## src/rtl/tx_fifo_unpack.sv

```systemverilog
// Transmit FIFO: 32-bit host pushes, byte-wise pops (LSB first), toggle-bit full/empty.
// Optional synchronous flush port enabled by defining TX_FIFO_FLUSH_EN.
module tx_fifo_unpack #(
    parameter int unsigned ADDR_BITS = 2
) (
    input  logic                 clk,
    input  logic                 n_rst,
`ifdef TX_FIFO_FLUSH_EN
    input  logic                 flush,
`endif
    input  logic                 write_en,
    input  logic [31:0]          write_data,
    input  logic                 read_en,
    output logic [7:0]           read_data,
    output logic                 full,
    output logic                 empty,
    output logic                 mid_word,
    output logic [ADDR_BITS:0]   word_count,
    output logic                 overrun,
    output logic                 underrun
);

    localparam int unsigned DEPTH = 1 << ADDR_BITS;

    logic [31:0]          mem [DEPTH];
    // Toggle bit kept as the MSB so a plain increment inverts it on pointer wrap.
    logic [ADDR_BITS:0]   tail_cnt;
    logic [ADDR_BITS:0]   head_cnt;
    logic [1:0]           head_side;
    logic [ADDR_BITS-1:0] tail_ptr;
    logic [ADDR_BITS-1:0] head_ptr;
    logic                 tail_tog;
    logic                 head_tog;
    logic                 flush_act;
    logic                 push;
    logic                 pop;

`ifdef TX_FIFO_FLUSH_EN
    assign flush_act = flush;
`else
    assign flush_act = 1'b0;
`endif

    assign tail_ptr = tail_cnt[ADDR_BITS-1:0];
    assign head_ptr = head_cnt[ADDR_BITS-1:0];
    assign tail_tog = tail_cnt[ADDR_BITS];
    assign head_tog = head_cnt[ADDR_BITS];

    always_comb begin
        empty      = (head_ptr == tail_ptr) && (head_tog == tail_tog);
        full       = (head_ptr == tail_ptr) && (head_tog != tail_tog);
        word_count = tail_cnt - head_cnt;
        mid_word   = (head_side != 2'd0);
        push       = write_en && !full && !flush_act;
        pop        = read_en && !empty && !flush_act;
        read_data  = '0;
        if (!empty) begin
            read_data = mem[head_ptr][{head_side, 3'b000} +: 8];
        end
    end

    always_ff @(posedge clk) begin
        if (push) begin
            mem[tail_ptr] <= write_data;
        end
    end

    always_ff @(posedge clk or negedge n_rst) begin
        if (!n_rst) begin
            tail_cnt  <= '0;
            head_cnt  <= '0;
            head_side <= '0;
            overrun   <= 1'b0;
            underrun  <= 1'b0;
        end else if (flush_act) begin
            tail_cnt  <= '0;
            head_cnt  <= '0;
            head_side <= '0;
            overrun   <= 1'b0;
            underrun  <= 1'b0;
        end else begin
            overrun  <= write_en && full;
            underrun <= read_en && empty;
            if (push) begin
                tail_cnt <= tail_cnt + 1'b1;
            end
            if (pop) begin
                if (head_side == 2'd3) begin
                    head_side <= '0;
                    head_cnt  <= head_cnt + 1'b1;
                end else begin
                    head_side <= head_side + 2'd1;
                end
            end
        end
    end

endmodule
```

## config.mk

```make
export PLATFORM = sky130hd
export DESIGN_NAME = tx_fifo_unpack
export DESIGN_NICKNAME = d
export VERILOG_FILES = /design/src/rtl/tx_fifo_unpack.sv
export SDC_FILE = /design/constraint.sdc
export NUM_CORES = 1
export LEC_CHECK = 0
export CAP_MARGIN = 20
export CORE_AREA = 2 2 120 93
export DETAILED_ROUTE_END_ITERATION = 10
export DIE_AREA = 0 0 122 95
export HOLD_SLACK_MARGIN = 0.12
export PLACE_DENSITY = 0.75
export SYNTH_ARGS = -nofsm -noshare
export SYNTH_HDL_FRONTEND = slang
export SYNTH_SLANG_ARGS = --single-unit
```

## constraint.sdc

```tcl
create_clock -name clk -period 3.2 [get_ports clk]
set_input_delay 0.48 -clock clk [delete_from_list [all_inputs] [get_ports clk]]
set_output_delay 0.48 -clock clk [all_outputs]
set_load 0.05 [all_outputs]
```

== Yosys cells after proc, flatten, opt, wreduce, memory -nomap -nowiden ==
Memory sizes are Yosys's and may differ from the RTL's.
Cells that the tools add are included.
Storage, ports and cells
  bits in registers: 10
  bits in writable memories: 128
  input bits: 36
  output and inout bits: 16
  word-level logic and storage cells: 29
  memories: 1
Cells by class
  add/sub/neg operators: 4
  equal/unequal tests: 4
  shift operators: 1
  muxes and demuxes: 4
  reduce and logical (&&, ||, !) cells: 10
Memories
  mem: depth 4, bits a word 32, rd ports 1, clocked after Yosys merged registers in 0, write ports 1, RTL line 25  | logic [31:0] mem [DEPTH];
Operator list (count)
  $shiftx 32x6->8: 1
  $mux 8: 1
  $add 3x1->3 const B: 2
  $logic_and 1x1->1: 6
  $sub 3x3->3: 1
  $add 2x1->2 const B: 1
  $eq 2x2->1: 1
  $eq 2x2->1 const B: 1
  $logic_not 1->1: 2
  $mux 1: 2
  $mux 2: 1
  $reduce_and 2->1: 1
  $reduce_bool 2->1: 1
  $eq 1x1->1: 1
  $ne 1x1->1: 1

== Longest topological paths before layout ==
  depth after elaboration: 6
  depth in mapped cells: 10
  depth with buffers taken out: 6

== Worst setup path before layout ==
OpenSTA, ideal clock, no wires.
  path type: reg-to-output
  start point: register head_cnt[1]
  end point: output port read_data[0]
  arrival time: 2631 ps
  slack: 89 ps
  stages on the path, launching flop included: 11
  buffers on the path: 4
  path through: dfrtp_1 -> buf_6 -> buf_4 -> buf_2 -> inv_1 -> ha_1 -> and2_1 -> nand2_1 -> clkbuf_1 -> o21ai_0 -> a31oi_1
On the way
  cells in the longest elaborated chain, start to end: 3
  elaborated cells on any way between the ends: 5
  those cells by class: eq/ne: 1; shift: 1; mux: 1; reduce/logical: 1; memory: 1
Ends and longest elaborated chain
  start: declaration: RTL line 28  | logic [ADDR_BITS:0] head_cnt;
  start signal: assignment: RTL line 90  | head_cnt <= head_cnt + 1'b1;
  $mem_v2 4x32 or $eq 2x2->1 (tied branches)
  $shiftx 32x6->8 or $logic_and 1x1->1 (tied branches): RTL line 58, 50
  $mux 8 *: RTL line 57  | if (!empty) begin
  end: declaration: RTL line 14  | output logic [7:0] read_data,
Mark *: on every way between the ends. The rest lies on a longest branch, timed or not.

== Worst setup path after layout ==
  start point: register head_cnt[1]
  end point: output port read_data[7]
Same word-level chain as after synthesis.

==> metrics.txt <==
# TYPE chip_impl_metric gauge
chip_impl_metric{name="maxClockFrequency",unit="GHz"} 0.340
chip_impl_metric{name="drt_first_iter_violations",unit=""} 187
chip_impl_metric{name="period_needed",unit="ps"} 2940
chip_impl_info{name="worst_setup_path_start_kind",value="register"} 1
chip_impl_metric{name="worst-r2r-setup-slack",unit="ps"} 1060
chip_impl_metric{name="wirelength_routed",unit="um"} 9520
chip_impl_info{name="ys.flop_type",value="edfxtp_1"} 1
chip_impl_metric{name="io_buffer_count",unit=""} 51
chip_impl_metric{name="detailroute.via_count",unit=""} 2617
chip_impl_metric{name="max-slew-margin-rel",unit="%"} 61.3
chip_impl_metric{name="clock_tree.buffer_depth",unit=""} 2
chip_impl_metric{name="clock_sinks",unit=""} 138
chip_impl_metric{name="gr-usage-all-layers",unit="%"} 18.4
chip_impl_metric{name="finalNetCount",unit=""} 378
chip_impl_metric{name="cp_slowest_stage_delay",unit="ps"} 600
chip_impl_metric{name="total_leakage_power",unit="nW"} 2.41
chip_impl_metric{name="sequential_area_share_after_synthesis",unit="%"} 73.4
chip_impl_info{name="min_path_type",value="in2async"} 1
chip_impl_metric{name="tns",unit="ps"} 0
chip_impl_metric{name="timing.critical_path.arrival",unit="ps"} 2460
chip_impl_info{name="outcome",value="complete, no violations"} 1
chip_impl_metric{name="mappedNetlistArea",unit="mm^2"} 0.00558
chip_impl_metric{name="drt-vias-per-instance",unit=""} 5.41
chip_impl_metric{name="die_h",unit="um"} 95
chip_impl_metric{name="floorplan.rows",unit=""} 33
chip_impl_metric{name="synth_enable_flop_cells",unit=""} 128
chip_impl_info{name="synth.most_common_cell",value="edfxtp_1"} 1
chip_impl_metric{name="total_clock_buffers_created_by_cts",unit=""} 17
chip_impl_metric{name="drtPass1Iterations",unit=""} 4
chip_impl_metric{name="worst_ir_drop_vdd",unit="uV"} 549
chip_impl_metric{name="boundaryPins",unit=""} 52
chip_impl_metric{name="diodes",unit=""} 0
chip_impl_metric{name="die_w",unit="um"} 122
chip_impl_metric{name="ys_seq_elements",unit=""} 138
chip_impl_metric{name="required",unit="ps"} 2720
chip_impl_metric{name="hold_viol",unit=""} 0
chip_impl_metric{name="first_pass_grt_wire_length",unit="um"} 14900
chip_impl_metric{name="starting_utilization_of_the_core_area",unit="%"} 53.0
chip_impl_metric{name="power_density",unit="mW/mm^2"} 1170
chip_impl_metric{name="syn-mean-instance-area",unit="um^2"} 20.8
chip_impl_info{name="rsz0062_at_grt",value="no"} 1
chip_impl_metric{name="synth-async-reset-ratio",unit="%"} 7.25
chip_impl_metric{name="finalSetupViolCount",unit=""} 0
chip_impl_metric{name="clk_transition_reported_paths",unit="ps"} 50
chip_impl_info{name="clock_tree_root",value="clkbuf_16"} 1
chip_impl_metric{name="synthCells",unit=""} 268
chip_impl_info{name="critPathCaptureType",value="output port"} 1
chip_impl_info{name="synth.cells.most_frequent",value="edfxtp_1, mux4_2, nand2_1"} 1
chip_impl_metric{name="globalplace.congestion",unit=""} 0.747
chip_impl_info{name="critPathKind",value="reg2out"} 1
chip_impl_metric{name="synth.distinct_cells",unit=""} 27
chip_impl_metric{name="place.detailed.hpwl",unit="um"} 5680
chip_impl_metric{name="synth_largest_type_area_fraction",unit="%"} 68.9
chip_impl_metric{name="worstPathBufferInverterCount",unit=""} 2
chip_impl_metric{name="die_area",unit="mm^2"} 0.0116
chip_impl_metric{name="worst_skew_pair.late_latency",unit="ps"} 410
chip_impl_metric{name="synth_nets",unit=""} 314
chip_impl_metric{name="worst-path-max-fanout",unit=""} 34
chip_impl_metric{name="ctsHtreeMaxLevel",unit=""} 4
chip_impl_metric{name="synth-warning-count",unit=""} 0
chip_impl_info{name="slowest_cell_on_the_critical_path",value="mux4_1"} 1
chip_impl_metric{name="placeableCoreArea",unit="mm^2"} 0.0105
chip_impl_metric{name="finalNonFillerCells",unit=""} 484
chip_impl_metric{name="clock_skew",unit="ps"} 5.11
chip_impl_metric{name="share_of_post_route_cells_with_drive_strength_above_1",unit="%"} 23.3
chip_impl_info{name="netlist.top_cell.by_area",value="edfxtp_1"} 1
chip_impl_metric{name="drcViolationCount",unit=""} 0
chip_impl_metric{name="grt_antenna_before_repair",unit=""} 0
chip_impl_info{name="critical_path.most_common_cell",value="buf_12"} 1
chip_impl_metric{name="finalMaxSlewViolations",unit=""} 0
chip_impl_metric{name="grt_pass1_vias",unit=""} 2790
chip_impl_metric{name="fin_crit_sh",unit="%"} 92.0
chip_impl_metric{name="placed_cells_incl_taps",unit=""} 453
chip_impl_metric{name="wl_per_cell",unit="um"} 19.7
chip_impl_metric{name="max_capacitance_violation_count",unit=""} 0
chip_impl_info{name="crit_path_cell_trace",value="buf_12 -> mux4_1 -> mux2_2 -> o21ai_1 -> a31oi_1 -> buf_12"} 1
chip_impl_metric{name="global_route.overflow_total",unit=""} 0
chip_impl_metric{name="grt_start_max_net_pins",unit=""} 35
chip_impl_info{name="clock_tree_from_tritoncts",value="done"} 1
chip_impl_metric{name="ant_nets",unit=""} 0
chip_impl_metric{name="fill_cells",unit=""} 700
chip_impl_metric{name="area_growth",unit="%"} 23.6
chip_impl_info{name="crit_family",value="multiplexers"} 1
chip_impl_metric{name="worst_slew_pin_slew",unit="ps"} 581
chip_impl_info{name="netlist_top_cells_area",value="edfxtp_1, mux4_2, mux4_1"} 1
-- metal layers --
metal / vias to the layer above / routed length, um / GRT usage [%]
met5: - / 0 / 0
met4: 0 / 33 / 7.18
li1: 1217 / - / -
met1: 1339 / 4110 / 22.6
met3: 2 / 436 / 6.22
met2: 59 / 4940 / 30.5
-- power breakdown --
group	internal (mW)	switching (mW)
sequential	2.45	0.195
combinational	1.59	1.90
clock	1.29	0.663
-- cell usage in the layout, fill, tap and decap left out, types with 5 or more instances in the layout --
| cell type | instances |
|---|---|
| a31oi_1 | 8 |
| and2_1 | 6 |
| buf_12 | 13 |
| buf_4 | 8 |
| clkbuf_1 | 5 |
| clkbuf_16 | 17 |
| clkdlybuf4s50_1 | 37 |
| dfrtp_1 | 9 |
| edfxtp_1 | 128 |
| ha_1 | 9 |
| inv_1 | 8 |
| mux2_2 | 11 |
| mux4_1 | 11 |
| mux4_2 | 21 |
| nand2_1 | 20 |
| o21ai_0 | 5 |
| xnor2_1 | 5 |
-- per-stage QoR --
step                area (um^2)  util (%)  power (mW)  hold WS [ps]  setup WS [ps]
floorplan                  5580         -        4.89           184           89.2
CTS                        6900      65.5        8.20           407           38.7
finish                     6900      65.5        8.09           407            258
global route               6900      65.5        8.46           425            112
detailed placement         6300      59.9        6.22           486            525
global placement           6300      59.9        6.17           478            582
-- kinds of logic after synthesis --
family,synth area share (%)
adders and majority gates,2.38
DFF,73.4
AOI/OAI and AO/OA,1.84
and+or+nand+nor,2.47
muxes,15.9
xor gates and xnor gates,0.942
buffers and inverters,3.14
-- cell type report --
type	count	area, um^2	share of cell area [%]
clock buffer	22	444	6.44
tap	140	175	2.54
multi-input combinational	108	1310	19.0
timing repair buffer	58	691	10.0
clock inverter	9	148	2.14
sequential	138	4100	59.4
inverter	9	33.8	0.490
-- flip-flops by register name, summed over array words and instances (netlist names) --
signal and count:
head_cnt 3, overrun 1, underrun 1, mem 128, tail_cnt 3, head_side 2
-- worst paths after layout --
check / cells past startpoint / startpoint / end
setup / recovery: 6 / head_cnt[1] / read_data[7]
hold / removal: 1 / n_rst / overrun
setup reg to reg: 6 / tail_cnt[0] / mem[3][31]
hold reg to reg: 1 / tail_cnt[2] / tail_cnt[2]
max in group asynchronous: 1 / n_rst / head_side[1]
min in group clk: 1 / tail_cnt[2] / tail_cnt[2]
-- repair_timing --
item / in CTS / in global routing
hold buffers: 0 / 0
buffers inserted: 0 / 0
resized for setup: 0 / 1
setup endpoints to repair: 0 / 2
No activity file was read; power rests on OpenSTA's default activity.
